[src/rtl/vend_pkg.sv]
// Shared types for the vend dispenser: FSM state encoding, request record, change limits.
// Latency: n/a (types and a pure combinational helper only).
// Backpressure: n/a.
package vend_pkg;

    localparam int CHG_W = 3;
    localparam logic [CHG_W-1:0] MAX_CHANGE = 3'd4;

    typedef enum logic [2:0] {
        ST_IDLE  = 3'd0,
        ST_SODA  = 3'd1,
        ST_EJECT = 3'd2,
        ST_WAITC = 3'd3,
        ST_FAULT = 3'd4
    } disp_state_e;

    typedef struct packed {
        logic [CHG_W-1:0] chg;
    } req_t;

    // Clamp an out-of-range change code to the largest legal nickel count.
    function automatic logic [CHG_W-1:0] sat_change(input logic [CHG_W-1:0] c);
        return (c > MAX_CHANGE) ? MAX_CHANGE : c;
    endfunction

endpackage

[src/rtl/vend_req_fifo.sv]
// Generic synchronous FIFO, DEPTH entries of W bits, registered occupancy.
// Latency: a push is visible on pop_dat / !empty the cycle after it is written.
// Backpressure: push ignored when full unless a pop happens the same cycle; pop ignored when empty.
module vend_req_fifo #(
    parameter int DEPTH = 2,
    parameter int W     = 3
) (
    input  logic         clk_i,
    input  logic         rst_ni,
    input  logic         push,
    input  logic [W-1:0] push_dat,
    input  logic         pop,
    output logic [W-1:0] pop_dat,
    output logic         full,
    output logic         empty
);

    localparam int AW = (DEPTH > 1) ? $clog2(DEPTH) : 1;

    logic [W-1:0]  mem [DEPTH];
    logic [AW-1:0] wr_ptr;
    logic [AW-1:0] rd_ptr;
    logic [AW:0]   cnt;
    logic          push_ok;
    logic          pop_ok;

    assign full    = (cnt == (AW+1)'(DEPTH));
    assign empty   = (cnt == '0);
    assign pop_ok  = pop && !empty;
    assign push_ok = push && (!full || pop_ok);
    assign pop_dat = mem[rd_ptr];

    // Pointer and occupancy bookkeeping; pointers wrap naturally as DEPTH is a power of two.
    always_ff @(posedge clk_i or negedge rst_ni) begin
        if (!rst_ni) begin
            wr_ptr <= '0;
            rd_ptr <= '0;
            cnt    <= '0;
        end else begin
            if (push_ok) wr_ptr <= wr_ptr + AW'(1);
            if (pop_ok)  rd_ptr <= rd_ptr + AW'(1);
            case ({push_ok, pop_ok})
                2'b10:   cnt <= cnt + (AW+1)'(1);
                2'b01:   cnt <= cnt - (AW+1)'(1);
                default: cnt <= cnt;
            endcase
        end
    end

    // Storage needs no reset: occupancy alone decides what is valid.
    always_ff @(posedge clk_i) begin
        if (push_ok) mem[wr_ptr] <= push_dat;
    end

endmodule

[src/rtl/vend_dispenser.sv]
// Dispenses a queued vend: runs the soda chute motor, then ejects owed nickels with sensor handshakes.
// Latency: soda_i to soda_motor_o is 2 cycles minimum (every request passes through the queue).
// Backpressure: none upstream; a request arriving with the queue full and no pop is dropped (overflow_o).
module vend_dispenser
    import vend_pkg::*;
#(
    parameter int QDEPTH      = 2,
    parameter int EJECT_CYC   = 4,
    parameter int TIMEOUT_CYC = 1000
) (
    input  logic             clk_i,
    input  logic             rst_ni,
    input  logic             soda_i,
    input  logic [CHG_W-1:0] change_i,
    input  logic             soda_done_i,
    input  logic             coin_done_i,
    output logic             soda_motor_o,
    output logic             nickel_eject_o,
    output logic             busy_o,
    output logic             overflow_o,
    output logic             bad_code_o,
    output logic             fault_o
);

    localparam int PW = $clog2(EJECT_CYC + 1);
    localparam int TW = $clog2(TIMEOUT_CYC + 1);

    disp_state_e      state;
    logic [PW-1:0]    pulse_cnt;
    logic [TW-1:0]    tmo_cnt;
    logic [CHG_W-1:0] nickels;

    req_t push_req;
    req_t pop_req;
    logic q_push;
    logic q_pop;
    logic q_full;
    logic q_empty;

    assign push_req.chg = sat_change(change_i);
    assign q_pop        = (state == ST_IDLE) && !q_empty;
    assign q_push       = soda_i && (!q_full || q_pop);
    assign busy_o       = ((state != ST_IDLE) && (state != ST_FAULT)) || !q_empty;

    vend_req_fifo #(
        .DEPTH (QDEPTH),
        .W     (CHG_W)
    ) u_req_fifo (
        .clk_i    (clk_i),
        .rst_ni   (rst_ni),
        .push     (q_push),
        .push_dat (push_req),
        .pop      (q_pop),
        .pop_dat  (pop_req),
        .full     (q_full),
        .empty    (q_empty)
    );

    // Sticky overflow on a dropped request, and a one-cycle flag for an out-of-range change code.
    always_ff @(posedge clk_i or negedge rst_ni) begin
        if (!rst_ni) begin
            overflow_o <= 1'b0;
            bad_code_o <= 1'b0;
        end else begin
            if (soda_i && q_full && !q_pop) overflow_o <= 1'b1;
            bad_code_o <= soda_i && (change_i > MAX_CHANGE);
        end
    end

    // Dispense FSM; actuator outputs are registered and change on the same edge as the state.
    always_ff @(posedge clk_i or negedge rst_ni) begin
        if (!rst_ni) begin
            state          <= ST_IDLE;
            pulse_cnt      <= '0;
            tmo_cnt        <= '0;
            nickels        <= '0;
            soda_motor_o   <= 1'b0;
            nickel_eject_o <= 1'b0;
            fault_o        <= 1'b0;
        end else begin
            case (state)
                ST_IDLE: begin
                    if (q_pop) begin
                        nickels      <= pop_req.chg;
                        tmo_cnt      <= '0;
                        soda_motor_o <= 1'b1;
                        state        <= ST_SODA;
                    end
                end
                ST_SODA: begin
                    if (soda_done_i) begin
                        soda_motor_o <= 1'b0;
                        tmo_cnt      <= '0;
                        if (nickels != '0) begin
                            pulse_cnt      <= '0;
                            nickel_eject_o <= 1'b1;
                            state          <= ST_EJECT;
                        end else begin
                            state <= ST_IDLE;
                        end
                    end else if (tmo_cnt == TW'(TIMEOUT_CYC - 1)) begin
                        soda_motor_o <= 1'b0;
                        fault_o      <= 1'b1;
                        state        <= ST_FAULT;
                    end else begin
                        tmo_cnt <= tmo_cnt + TW'(1);
                    end
                end
                ST_EJECT: begin
                    // Confirmations arriving while the solenoid is still pulsing are not counted.
                    if (pulse_cnt == PW'(EJECT_CYC - 1)) begin
                        nickel_eject_o <= 1'b0;
                        tmo_cnt        <= '0;
                        state          <= ST_WAITC;
                    end else begin
                        pulse_cnt <= pulse_cnt + PW'(1);
                    end
                end
                ST_WAITC: begin
                    if (coin_done_i) begin
                        nickels <= nickels - CHG_W'(1);
                        tmo_cnt <= '0;
                        if (nickels == CHG_W'(1)) begin
                            state <= ST_IDLE;
                        end else begin
                            pulse_cnt      <= '0;
                            nickel_eject_o <= 1'b1;
                            state          <= ST_EJECT;
                        end
                    end else if (tmo_cnt == TW'(TIMEOUT_CYC - 1)) begin
                        fault_o <= 1'b1;
                        state   <= ST_FAULT;
                    end else begin
                        tmo_cnt <= tmo_cnt + TW'(1);
                    end
                end
                ST_FAULT: begin
                    soda_motor_o   <= 1'b0;
                    nickel_eject_o <= 1'b0;
                    fault_o        <= 1'b1;
                end
                default: begin
                    state <= ST_IDLE;
                end
            endcase
        end
    end

endmodule

[config.mk]
export PLATFORM = sky130hd
export DESIGN_NAME = vend_dispenser
export DESIGN_NICKNAME = d
export VERILOG_FILES = /design/src/rtl/vend_pkg.sv /design/src/rtl/vend_req_fifo.sv /design/src/rtl/vend_dispenser.sv
export SDC_FILE = /design/constraint.sdc
export NUM_CORES = 1
export LEC_CHECK = 0
export CORE_ASPECT_RATIO = 2
export CORE_MARGIN = 2
export CORE_UTILIZATION = 50
export CTS_BUF_LIST = sky130_fd_sc_hd__clkbuf_2
export DETAILED_ROUTE_END_ITERATION = 10
export PLACE_DENSITY = 0.7
export SYNTH_ARGS = -nofsm -noshare
export SYNTH_HDL_FRONTEND = slang
export SYNTH_SLANG_ARGS = --single-unit
export TNS_END_PERCENT = 30
[constraint.sdc]
create_clock -name clk_i -period 3.4 [get_ports clk_i]
set_input_delay 0.68 -clock clk_i [delete_from_list [all_inputs] [get_ports clk_i]]
set_output_delay 0.68 -clock clk_i [all_outputs]
set_load 0.1 [all_outputs]
==> results.yml, run 1 <==
status:
  status: "finished, final reports clean"
timing:
  hold_viol_final: 0
  max_freq_ghz: 0.389
  finalHoldWorstSlack_ns: 0.491
  relSlewSlack_pct: 35.0
  finalSetupTns_ns: 0
  grt_setup_unrepaired: "false"
  setup_viol: 0
  slew_viol_final: 0
  skew_ns: 0.0216
  fin_crit_sh_pct: 75.6
  worstMarginPinSlew_ns: 0.972
  period_needed_ns: 2.57
synthesis:
  synth_edf_count: 6
  seq_area_frac_synth_pct: 49.6
  syn_nets: 191
  async_flop_share_pct: 82.4
  ys_types: 39
  syn_inst: 176
  ys_seq_elements: 34
  synth_ff_type: "dfrtp_1"
  synth_most_common_cell: "dfrtp_1"
  synthTopCellsByArea: "dfrtp_1 39%, edfxtp_1 10%, ha_1 4.9%"
  yosys.area.top_type_share_pct: 39.5
  synth_area_um2: 1770
  synth_common_cells: "28 x dfrtp_1, 16 x o21ai_0, 15 x nor2_1"
  syn_avg_cell_area_um2: 10.1
  synth_area_leader_cell: "dfrtp_1"
  synth_warnings: 0
cts:
  path_clk_slew_ns: 0.16
  cts_max_level: 2
  cts_root_buf: "clkbuf_2"
  cts_inserted_buffers: 5
  cts_buffer_depth: 2
  cts_tree: "done"
  ctsResizeCount: 0
  cts_setup_buffers: 0
  cts_sinks: 34
  postCtsHoldBufs: 0
  insertion_delay_ns: 0.37
setup_path:
  critPathSlowestCell: "clkdlybuf4s50_1"
  startpoint: "overflow_o"
  cp.depth: 1
  crit_path_max_fanout: 2
  ff2ff_path_depth: 5
  cp-end-kind: "output pin"
  rr_endpoint: "u_req_fifo.cnt[1]"
  r2r_setup_slack_ns: 1.33
  start_kind: "flop"
  crit_type: "reg -> out"
  path_cells: "clkdlybuf4s50_1"
  critPathBufInv: 1
  crit_end: "overflow_o"
  cp.arrival_ns: 1.89
  worst_ep_required_time_ns: 2.72
  cp_slowest_stage_delay_ns: 1.13
  r2r_start: "state[0]"
  critPathTopFamily: "buffers and inverters"
placed_design:
  gp_congestion: 0.835
  io_buffers: 13
  dp_hpwl_um: 2810
layout:
  antenna_cells: 0
  drive_above_1_share_pct: 8.81
  area.growth.synth_to_final_pct: 10.3
  n_fill_cell: 304
  layout.nets: 207
grt:
  grt.total_usage_pct: 21.9
  grt_pass1_wl_um: 6400
  grt_pass1_vias: 1446
  antenna_found_initial: 0
  grt-ovfl-total: 0
  grt_max_degree: 29
min_path:
  min_path_type: "reg -> reg"
power_and_ir_drop:
  p_clk_share_pct: 10.7
  switching_share_pct: 45.6
  p_leak_uw: 0.000890
  pwr-share-seq_pct: 42.0
  comb_power_share_pct: 47.3
  p_sw_uw: 725
  ir_worst_vdd_mv: 0.422
  p_int_uw: 865
  cellPowerDensity_nw_per_um2: 813
route:
  drt-total-wl_um: 3620
  drc: 0
  vias_per_cell: 6.27
  ant_nets: 0
  wl_per_cell_um: 16.1
  dr_total_vias: 1411
  dr.pass1.iters: 6
  drt_iter0_drc: 42
job:
  drv_cap: 0
floorplanning:
  initial_core_util_pct: 52.5
  die_w_um: 46.1
  die_y_um: 88.2
  die_area_um2: 4070
  rows: 30
  ioPinCount: 14
  coreArea_um2: 3380
cell usage in the layout (no fill, tap or decap), drive strengths merged, types with 3 or more instances in the layout:
cell,n
nor2b,4
o21ai,16
xnor2,3
a22o,5
nor2,15
edfxtp,6
mux2i,3
nor3b,3
nor3,5
nand2b,3
clkdlybuf4s50,9
clkinv,3
buf,5
nand3,5
nand2,10
ha,7
inv,11
clkbuf,5
dfrtp,28
a21oi,10
mux2,6
a21o,4
a31oi,3
sequential cells by signal, indices dropped and copies added, names as in the netlist:
| name | cells |
|---|---|
| overflow_o | 1 |
| fault_o | 1 |
| nickels | 3 |
| u_req_fifo.rd_ptr | 1 |
| u_req_fifo.wr_ptr | 1 |
| u_req_fifo.cnt | 2 |
| u_req_fifo.mem | 6 |
| tmo_cnt | 10 |
| bad_code_o | 1 |
| state | 3 |
| soda_motor_o | 1 |
| nickel_eject_o | 1 |
| pulse_cnt | 3 |
cell type report:
| cell class | count | area, um2 | area share [%] |
|---|---|---|---|
| timing repair buffer | 14 | 128 | 6.52 |
| tap | 32 | 40.0 | 2.05 |
| inverter | 11 | 41.3 | 2.11 |
| multi-input combinational | 126 | 831 | 42.5 |
| sequential | 34 | 881 | 45.0 |
| clock inverter | 3 | 11.3 | 0.575 |
| clock buffer | 5 | 25.0 | 1.28 |
power groups by stage:
stage          Combinational, uW  Clock (uW)  Sequential, uW
2_1_floorplan                526           0             709
3_3_place_gp                 719           0             660
3_5_place_dp                 755           0             672
4_1_cts                      758         176             664
5_1_grt                      839         190             685
6_report                     752         171             667
logic make-up after synthesis:
| kind of cell | count (synthesis) | synth area share (%) |
|---|---|---|
| buffers and inverters | 16 | 3.53 |
| XOR/XNOR | 5 | 2.47 |
| flip-flops | 34 | 49.6 |
| adder cells (fa/ha/maj) | 7 | 4.94 |
| multiplexers | 9 | 5.71 |
| AO/OA/AOI/OAI | 47 | 16.9 |
| AND/OR/NAND/NOR | 58 | 16.8 |
worst min-delay path by stage:
stage	from	to	slack [ns]	depth (start not counted)
2_1_floorplan	rst_ni	bad_code_o	0.38	0
3_3_place_gp	overflow_o	overflow_o	0.44	1
3_5_place_dp	overflow_o	overflow_o	0.46	1
4_1_cts	fault_o	fault_o	0.50	1
5_1_grt	overflow_o	overflow_o	0.51	1
6_report	fault_o	fault_o	0.49	1
routing by layer:
| layer | track usage (%) | part of all wire (%) | up-vias |
|---|---|---|---|
| li1 | - | - | 666 |
| met1 | 23.3 | 36 | 687 |
| met2 | 38.5 | 58 | 45 |
| met3 | 3.67 | 3.1 | 13 |
| met4 | 11.9 | 2.6 | 0 |
| met5 | 0 | 0 | - |
metrics by stage:
| step | std cells | util (%) | total power [uW] | cell area, um2 | setup WS (ns) |
|---|---|---|---|---|---|
| 2_1_floorplan | 176 | - | 1230 | 1770 | 1.45 |
| 3_3_place_gp | 217 | 56.9 | 1380 | 1920 | 0.988 |
| 3_5_place_dp | 217 | 56.9 | 1430 | 1920 | 0.950 |
| 4_1_cts | 225 | 57.9 | 1600 | 1960 | 0.816 |
| 5_1_grt | 225 | 57.9 | 1710 | 1960 | 0.748 |
| 6_report | 225 | 57.9 | 1590 | 1960 | 0.829 |
Power figures use the tool's default switching activity.
==> run 2, diff against run 1 <==
- clock period: 3.4 -> 2.6 ns (I/O delays scaled with it)
==> run 2 against run 1 <==
Effect of this change:
- worst hold slack barely moved
- largest power group unchanged
- count of clock-buffer cells in the layout did not move
- worst setup slack got worse by 0.62 ns
- flip-flop and latch count did not move
- global-route usage rose by 0.35 points
- die area did not move
- power rose by 31%
- clock skew fell by 0.00077 ns
- via count fell by 0.28%
- utilization fell by 0.15 points
==> results.yml, run 2 (same netlist as run 1, synthesis figures left out) <==
floorplanning:
  coreArea_um2: 3380
  die_area_um2: 4070
  die_y_um: 88.2
  rows: 30
  ioPinCount: 14
  die_w_um: 46.1
  initial_core_util_pct: 52.5
layout:
  layout.nets: 207
  final_cell_mix: "28 x dfrtp_1, 16 x o21ai_0, 15 x nor2_1"
  top_register: "tmo_cnt"
  drive_above_1_share_pct: 9.84
  final_common_cell: "dfrtp_1"
  reg_top3: "tmo_cnt x10, u_req_fifo.mem x6"
  largest_register_ff_count: 10
  antenna_cells: 0
  fin_cells: 225
  n_fill_cell: 300
  area.growth.synth_to_final_pct: 10.0
placed_design:
  dp_hpwl_um: 2750
  io_buffers: 13
  dp_cells: 217
  gp_congestion: 0.832
route:
  drc: 0
  ant_nets: 0
  wl_per_cell_um: 16.2
  drt-total-wl_um: 3630
  drt_iter0_drc: 20
  dr_total_vias: 1407
  dr.pass1.iters: 4
  vias_per_cell: 6.25
grt:
  grt_max_degree: 29
  grt_pass1_wl_um: 6490
  grt-ovfl-total: 0
  antenna_found_initial: 0
  grt_pass1_vias: 1492
  grt.total_usage_pct: 22.2
cts:
  cts_buffer_depth: 2
  postCtsHoldBufs: 0
  insertion_delay_ns: 0.38
  cts_tree: "done"
  cts_inserted_buffers: 5
  cts_max_level: 2
  ctsResizeCount: 0
  cts_root_buf: "clkbuf_2"
  cts_sinks: 34
  path_clk_slew_ns: 0.18
  cts_setup_buffers: 0
setup_path:
  r2r_start: "state[0]"
  r2r_setup_slack_ns: 0.54
  critPathSlowestCell: "dfrtp_1"
  crit_type: "reg -> out"
  crit_path_max_fanout: 16
  startpoint: "state[0]"
  critPathBufInv: 2
  worst_ep_required_time_ns: 2.08
  crit_end: "busy_o"
  critPathTopFamily: "flip-flops"
  path_cells: "nor4_1 -> inv_1 -> buf_4"
  rr_endpoint: "u_req_fifo.cnt[1]"
  start_kind: "flop"
  cp.arrival_ns: 1.87
  cp-end-kind: "output pin"
  cp_slowest_stage_delay_ns: 0.59
  ff2ff_path_depth: 5
  cp.depth: 3
job:
  drv_cap: 0
power_and_ir_drop:
  ir_worst_vdd_mv: 0.634
  cellPowerDensity_nw_per_um2: 1060
  p_leak_uw: 0.000892
timing:
  max_freq_ghz: 0.419
  hold_viol_final: 0
  slew_viol_final: 0
  worstMarginPinSlew_ns: 0.625
  period_needed_ns: 2.39
  setup_viol: 0
  relSlewSlack_pct: 58.0
  finalSetupTns_ns: 0
  grt_setup_unrepaired: "false"
  fin_crit_sh_pct: 91.8
  skew_ns: 0.0209
min_path:
  min_path_type: "in -> async"
status:
  status: "finished, final reports clean"
-- run 2: routing by layer --
metal  share of wire, %  GRT usage (%)
met1                 36           22.7
met5                  0              0
met2                 56           39.5
met3                3.9           4.29
met4                3.9           12.5
-- run 2: per-stage QoR --
step / power, uW / hold slack (ns) / utilization, % / instance area, um2 / setup WS (ns)
floorplan: 1610 / 0.224 / - / 1770 / 0.813
global placement: 1800 / 0.443 / 56.7 / 1920 / 0.349
detailed placement: 1860 / 0.463 / 56.7 / 1920 / 0.300
CTS: 2080 / 0.500 / 57.8 / 1950 / 0.234
global route: 2240 / 0.483 / 57.8 / 1950 / 0.0652
finish: 2080 / 0.490 / 57.8 / 1950 / 0.213
-- run 2: power by group --
part	internal (uW)	switching (uW)	total (uW)
sequential	692	175	868
combinational	380	601	981
clock	57.4	169	227
-- run 2: worst min path at each step --
stage,from,end,slack [ns],depth (start not counted)
floorplan,rst_ni,bad_code_o,0.22,0
global placement,overflow_o,overflow_o,0.44,1
detailed placement,overflow_o,overflow_o,0.46,1
CTS,overflow_o,overflow_o,0.50,1
global route,rst_ni,tmo_cnt[3],0.48,2
finish,rst_ni,tmo_cnt[3],0.49,2
-- run 2: cell type report --
cell class	count	area, um2	area share, %
multi-input combinational	126	831	42.6
tap	32	40.0	2.05
clock inverter	3	11.3	0.577
sequential	34	881	45.1
timing repair buffer	14	123	6.28
inverter	11	41.3	2.12
clock buffer	5	25.0	1.28
